[src/rtl/topcpu_pkg.sv]
// Shared TopCPU definitions: instruction layout, NOP encoding and the boot image
// that the fetch-stage memory loads on reset.
package topcpu_pkg;

    localparam int INSTR_W = 32;
    localparam logic [INSTR_W-1:0] NOP = 32'h0000_0000;

    // Instruction field positions
    localparam int OPCODE_HI = 31;
    localparam int OPCODE_LO = 28;
    localparam int RD_HI     = 27;
    localparam int RD_LO     = 23;
    localparam int RS_HI     = 22;
    localparam int RS_LO     = 18;
    localparam int RT_HI     = 17;
    localparam int RT_LO     = 13;
    localparam int IMM_HI    = 12;
    localparam int IMM_LO    = 0;

    localparam int BOOT_LEN = 6;

    // Entry [0] is the lowest word of the packed array, so word 0 sits rightmost.
    localparam logic [BOOT_LEN-1:0][INSTR_W-1:0] BOOT_IMAGE = {
        32'h3F64_A000,
        32'h5280_0002,
        32'h6A64_0005,
        32'h1CA9_E000,
        32'h5780_000F,
        32'h5500_000A
    };

    // Reset contents of word idx: boot image first, NOP everywhere else.
    function automatic logic [INSTR_W-1:0] boot_word(input int idx);
        logic [INSTR_W-1:0] word;
        word = NOP;
        for (int k = 0; k < BOOT_LEN; k++) begin
            if (k == idx) begin
                word = BOOT_IMAGE[k];
            end
        end
        return word;
    endfunction

endpackage

[src/rtl/instr_mem_sync.sv]
// Synchronous-read instruction memory for the TopCPU fetch stage, with a
// stall-aware registered output and a program-load write port.
module instr_mem_sync
    import topcpu_pkg::*;
#(
    parameter int DATA_W = 32,
    parameter int ADDR_W = 5,
    parameter int DEPTH  = 32
) (
    input  logic              clk,
    input  logic              reset,
    input  logic              fetch_req,
    input  logic [ADDR_W-1:0] pc,
    input  logic              stall,
    output logic [DATA_W-1:0] instruction,
    output logic              instr_valid,
    output logic              addr_fault,
    input  logic              prog_we,
    input  logic [ADDR_W-1:0] prog_addr,
    input  logic [DATA_W-1:0] prog_data
);

    // One extra bit so DEPTH == 2**ADDR_W is representable and never faults.
    localparam logic [ADDR_W:0] DEPTH_L = (ADDR_W + 1)'(DEPTH);

    logic [DATA_W-1:0] mem [DEPTH];

    logic fetch_in_range;
    logic prog_in_range;
    logic fetch_take;

    assign fetch_in_range = ({1'b0, pc} < DEPTH_L);
    assign prog_in_range  = ({1'b0, prog_addr} < DEPTH_L);
    assign fetch_take     = fetch_req && !stall && !prog_we;

    // NOTE: the array is deliberately reset so the boot image is present with
    // no loader; this rules out block-RAM mapping, which is accepted here.
    always_ff @(posedge clk or posedge reset) begin
        if (reset) begin
            for (int i = 0; i < DEPTH; i++) begin
                mem[i] <= DATA_W'(boot_word(i));
            end
        end else if (prog_we && prog_in_range) begin
            mem[prog_addr] <= prog_data;
        end
    end

    // NOTE: non-blocking assignments here mean a write and a read of the same
    // word at one edge cannot see each other; write-priority makes that moot.
    always_ff @(posedge clk or posedge reset) begin
        if (reset) begin
            instruction <= '0;
            instr_valid <= 1'b0;
        end else if (stall) begin
            instruction <= instruction;
            instr_valid <= instr_valid;
        end else if (prog_we) begin
            instr_valid <= 1'b0;
        end else if (fetch_req) begin
            instr_valid <= 1'b1;
            instruction <= fetch_in_range ? mem[pc] : DATA_W'(NOP);
        end else begin
            instr_valid <= 1'b0;
        end
    end

    // Writes fault regardless of stall; fetches fault only when actually captured.
    always_ff @(posedge clk or posedge reset) begin
        if (reset) begin
            addr_fault <= 1'b0;
        end else begin
            addr_fault <= (prog_we && !prog_in_range) || (fetch_take && !fetch_in_range);
        end
    end

endmodule

[config.mk]
export PLATFORM = sky130hd
export DESIGN_NAME = instr_mem_sync
export DESIGN_NICKNAME = d
export VERILOG_FILES = /design/src/rtl/topcpu_pkg.sv /design/src/rtl/instr_mem_sync.sv
export SDC_FILE = /design/constraint.sdc
export NUM_CORES = 2
export LEC_CHECK = 0
export BUFFER_PORTS_ARGS = -buffer_cell sky130_fd_sc_hd__clkbuf_2
export CORE_MARGIN = 2
export CORE_UTILIZATION = 27
export CTS_CLUSTER_DIAMETER = 80
export DETAILED_ROUTE_END_ITERATION = 8
export MAX_ROUTING_LAYER = met4
export SLEW_MARGIN = 40
export SYNTH_ARGS = -nofsm -noshare
export SYNTH_HDL_FRONTEND = slang
export SYNTH_SLANG_ARGS = --single-unit
[constraint.sdc]
create_clock -name clk -period 51.9 [get_ports clk]
set_input_delay 12.975 -clock clk [delete_from_list [all_inputs] [get_ports clk]]
set_output_delay 12.975 -clock clk [all_outputs]
set_load 0.01 [all_outputs]
# Yosys cells after proc, flatten, opt, wreduce, memory -nomap -nowiden
# Cells that the tools add are included.
word_totals:
  wordCells: 51
  output_inout_bits: 34
  reg_bits: 1057
classes:
  muxes: 8
  reduce_logical: 2
  n_lt_le_gt_ge: 3
  n_bitwise: 4
op_table:
  columns: ["op", "n"]
  rows:
  - ["bitwise mux 1024 bit", 1]
  - ["binary-select mux 32 bit (select 5 bit)", 1]
  - ["demux 32 bit (select 5 bit)", 1]
  - ["2-to-1 mux 32 bit", 3]
  - [">= comparator 6 bit (second input constant)", 2]
  - ["NOT 5 -> 6 bit", 2]
  - ["< comparator 6 x 1 -> 1 bit (second input constant)", 1]
  - ["AND reduction 3 bit", 1]
  - ["2-to-1 mux 1 bit", 2]
  - ["NOT 1 bit", 2]
  - ["logical AND 1 bit", 1]

# Longest topological paths before layout
logic_depth:
  depth_word: 6
  depth_mapped: 8
  mapped_depth_nobuf: 5

# Worst setup path before layout
# Ideal clock, no wire load.
synth_path:
  path_kind: "input -> register"
  startpoint: "input port pc[0]"
  endpoint: "register instruction[30]"
  setup_time_ps: 104
  required_ps: 51796
  setup_slack_ps: 37506
  stages: 8
  arrival_time_ps: 14291
  path_buffers: 3
  cell_sequence: "buf_6 > buf_8 > buf_8 > mux2i_1 > a22o_1 > a221oi_1 > o22ai_1 > o41ai_2"
synth_between:
  elab_chain_len: 4
synth_rtl:
  columns: ["element", "line_no", "source"]
  rows:
  - ["start, declared", "instr_mem_sync.sv:13", "input logic [ADDR_W-1:0] pc,"]
  - ["NOT 5 -> 6 bit (not written as such)", "instr_mem_sync.sv:61", "instruction <= fetch_in_range ? mem[pc] : DATA_W'(NOP);"]
  - ["binary-select mux 32 bit (select 5 bit)", "instr_mem_sync.sv:61", null]
  - ["2-to-1 mux 32 bit (not written as such) (2 in series)", "instr_mem_sync.sv:61", null]
  - ["end signal, assigned", "instr_mem_sync.sv:55", "instruction <= instruction;"]
  - ["end signal, assigned", "instr_mem_sync.sv:61", null]
  - ["end, declared", "instr_mem_sync.sv:15", "output logic [DATA_W-1:0] instruction,"]
# No other way between the ends. The select of a mux whose other input is x is not followed.
# A chain may end at the register's enable or synchronous reset.

# Final worst setup path
layout_path:
  startpoint: "input port pc[0]"
  endpoint: "register instruction[28]"
# The elaborated chain is that of the path after synthesis.

==> flow_metrics.env <==
export IMPL_leakage_nw=25.2
export IMPL_max_clock_path_buffers=3
export IMPL_die_y_um=427
export IMPL_setup_viol=0
export IMPL_grt_ovfl_total=0
export IMPL_worst_slew_pin_slew_ps=914
export IMPL_io_buffers=79
export IMPL_fin_worst_skew_ps=23.0
export IMPL_yosysTopAreaCellShare_pct=52.0
export IMPL_r2r_end="instruction[14]"
export IMPL_clock_latency_ps=680
export IMPL_cts_resized=0
export IMPL_holdPathStages=2
export IMPL_syn_num_nets=3445
export IMPL_min_period_over_period_pct=31.4
export IMPL_yosys_warnings=0
export IMPL_final_cell_mix="dfrtp_1 (1006), mux2_2 (774), mux2i_1 (512)"
export IMPL_p_per_area_mw_per_mm2=40.2
export IMPL_gp_congestion=0.727
export IMPL_critPathKind="in -> reg"
export IMPL_rsz0062_at_grt="no"
export IMPL_antenna_found_initial=5
export IMPL_top_layer_used="met4"
export IMPL_numCtsBuffers=110
export IMPL_endpoint_kind="flop"
export IMPL_drive_above_1_share_pct=36.5
export IMPL_grt_pass1_wl_um=204000
export IMPL_tritoncts="yes"
export IMPL_timing_fmax_mhz=61.3
export IMPL_slew_headroom_pct=39.1
export IMPL_post_cts_buffers=0
export IMPL_cts_clk_slew_worst_paths_ps=60
export IMPL_hold_end="instruction[22]"
export IMPL_cp_slowest_stage_delay_ps=780
export IMPL_dr_wl_met3_um=4340
export IMPL_cts_hold_buffers=0
export IMPL_place_hpwl_um=72900
export IMPL_met1Wirelength_um=62000
export IMPL_cp_startpoint="pc[0]"
export IMPL_ant_nets=0
export IMPL_grt_pass1_vias=29900
export IMPL_drt_initial_drc_count=1852
export IMPL_path_cells="buf_8 -> buf_6 -> buf_6 -> buf_4 -> mux2i_1 -> a22o_1 -> a221oi_2 -> o22ai_1 -> o41ai_2"
export IMPL_area_delta_synth_final_pct=13.7
export IMPL_route_detailed_drc=0
export IMPL_detail_route_first_pass_iterations=5
export IMPL_cp_start_kind="input port"
export IMPL_worst_path_most_repeated_cell="buf_6"
export IMPL_die_w_um=427
export IMPL_grt_usage_pct=15.3
export IMPL_arrival_ps=16870
export IMPL_post_synth_main_area_contributors="dfrtp_1 (52%), mux2_2 (18%), mux2i_1 (11%)"
export IMPL_final_common_cell="dfrtp_1"
export IMPL_min_path_type="reg -> reg"
export IMPL_viasPerCell=4.96
export IMPL_yosysTopAreaCell="dfrtp_1"
export IMPL_hold_viol=0
export IMPL_htree_levels=3
export IMPL_ff2ff_path_depth=5
export IMPL_start_util_pct=27.1
export IMPL_rrSetupSlack_ps=49970
export IMPL_crit_path_top_delay_cell="buf_4"
export IMPL_ys_seq_area_share_pct=54.8
export IMPL_core_mm2=0.178
export IMPL_grt_max_degree=123
export IMPL_drv_slew=0
export IMPL_nets=3388
export IMPL_peakVddDrop_mv=0.0304
export IMPL_wl_per_cell_um=23.6
export IMPL_die_area_mm2=0.183
export IMPL_maxCapViolCount=0
export IMPL_status="completed"
export IMPL_period_needed_ps=16300
export IMPL_setup_tns_ps=0
export IMPL_worst_path_max_fanout=73
export IMPL_final_fill_count=17600
export IMPL_vias=28700
export IMPL_synthesis_area_mm2=0.0484
export IMPL_wl_um=137000
export IMPL_rows=155
export IMPL_ios=81
export IMPL_synth_cells=3398
export IMPL_yosysUniqueCellTypes=35
export IMPL_cts_num_sinks=1057
export IMPL_synth_avg_cell_area_um2=14.2
export IMPL_r2r_start="mem[942]"
export IMPL_met2_wirelength_um=67100
export IMPL_worstHoldStart="instruction[22]"
export IMPL_cts_root_buf="clkbuf_16"
export IMPL_synth_seq_cells=1057
export IMPL_final_util_pct=30.9
export IMPL_cp_required_ps=52470
==> synthesized netlist by cell type (all sizes together) <==
master / n
conb: 1
dfrtp: 1006
mux2i: 512
and3b: 1
nand2b: 2
and3: 1
nor2b: 2
a21oi: 64
nor3: 1
or2: 2
nand3: 2
nand3b: 4
and2: 1
nor2: 19
nor3b: 4
nand2: 53
inv: 1
dfstp: 51
or3b: 1
mux2: 1024
o22ai: 32
a22oi: 128
a221oi: 64
clkbuf: 163
a22o: 64
buf: 163
o41ai: 32
==> cell families after synthesis <==
kind of cell	count (synthesis)	share of synthesized area [%]
buf+inv	327	3.23
compound gates	384	6.68
other cells	1	0.00775
simple gates	93	0.853
mux	1536	34.4
flops	1057	54.8
==> report_power, final <==
group / leakage, nW / internal [mW] / switching, mW
Clock: 1.86 / 0.485 / 0.330
Sequential: 13.4 / 0.990 / 0.0788
Combinational: 9.96 / 0.177 / 0.150
==> state kept, by name, summed over array words and instances, names as in the netlist <==
signal       flops
mem           1024
instr_valid      1
instruction     32
==> critical path: cells and delay by family <==
kind / cells / cell delay (ps)
buffers and inverters: 4 / 2520
AOI/OAI and AO/OA: 4 / 1000
muxes: 1 / 160
==> how the worst max path moves through the flow <==
stage                       to  depth (start not counted)  slack [ps]
5_1_grt        instruction[27]                          9       35410
2_1_floorplan      instr_valid                          1        9260
6_report       instruction[28]                          9       35600
4_1_cts        instruction[25]                          9       35620
3_5_place_dp   instruction[25]                          9       34900
3_3_place_gp   instruction[25]                          9       34430
==> through the flow <==
| stage | total power [mW] | std cells | area (um^2) | worst slack (ps) | hold WS, ps |
|---|---|---|---|---|---|
| after floorplan | 1.33 | 3398 | 48400 | 9260 | 457 |
| after CTS | 2.23 | 5787 | 55000 | 35620 | 481 |
| after global routing | 2.32 | 5791 | 55000 | 35410 | 492 |
| after global placement | 1.40 | 5573 | 50900 | 34430 | 466 |
| after detailed placement | 1.42 | 5582 | 51200 | 34900 | 464 |
| final | 2.21 | 5792 | 55000 | 35600 | 480 |
==> routing by layer <==
metal  GRT usage [%]  vias up
met1            20.1    15600
li1                -    12500
met5               -        -
met2            25.4      455
met4            3.86        0
met3            1.63      186
==> area by class of cell <==
type | instances | area [um^2] | share of cell area (%)
multi-input combinational | 2014 | 20500 | 37.3
clock inverter | 33 | 428 | 0.778
antenna | 3 | 7.51 | 0.0136
clock buffer | 172 | 3340 | 6.07
tap | 2355 | 2950 | 5.36
sequential | 1057 | 26500 | 48.2
timing repair buffer | 157 | 1240 | 2.26
inverter | 1 | 16.3 | 0.0296
Power figures use the tool's default switching activity.
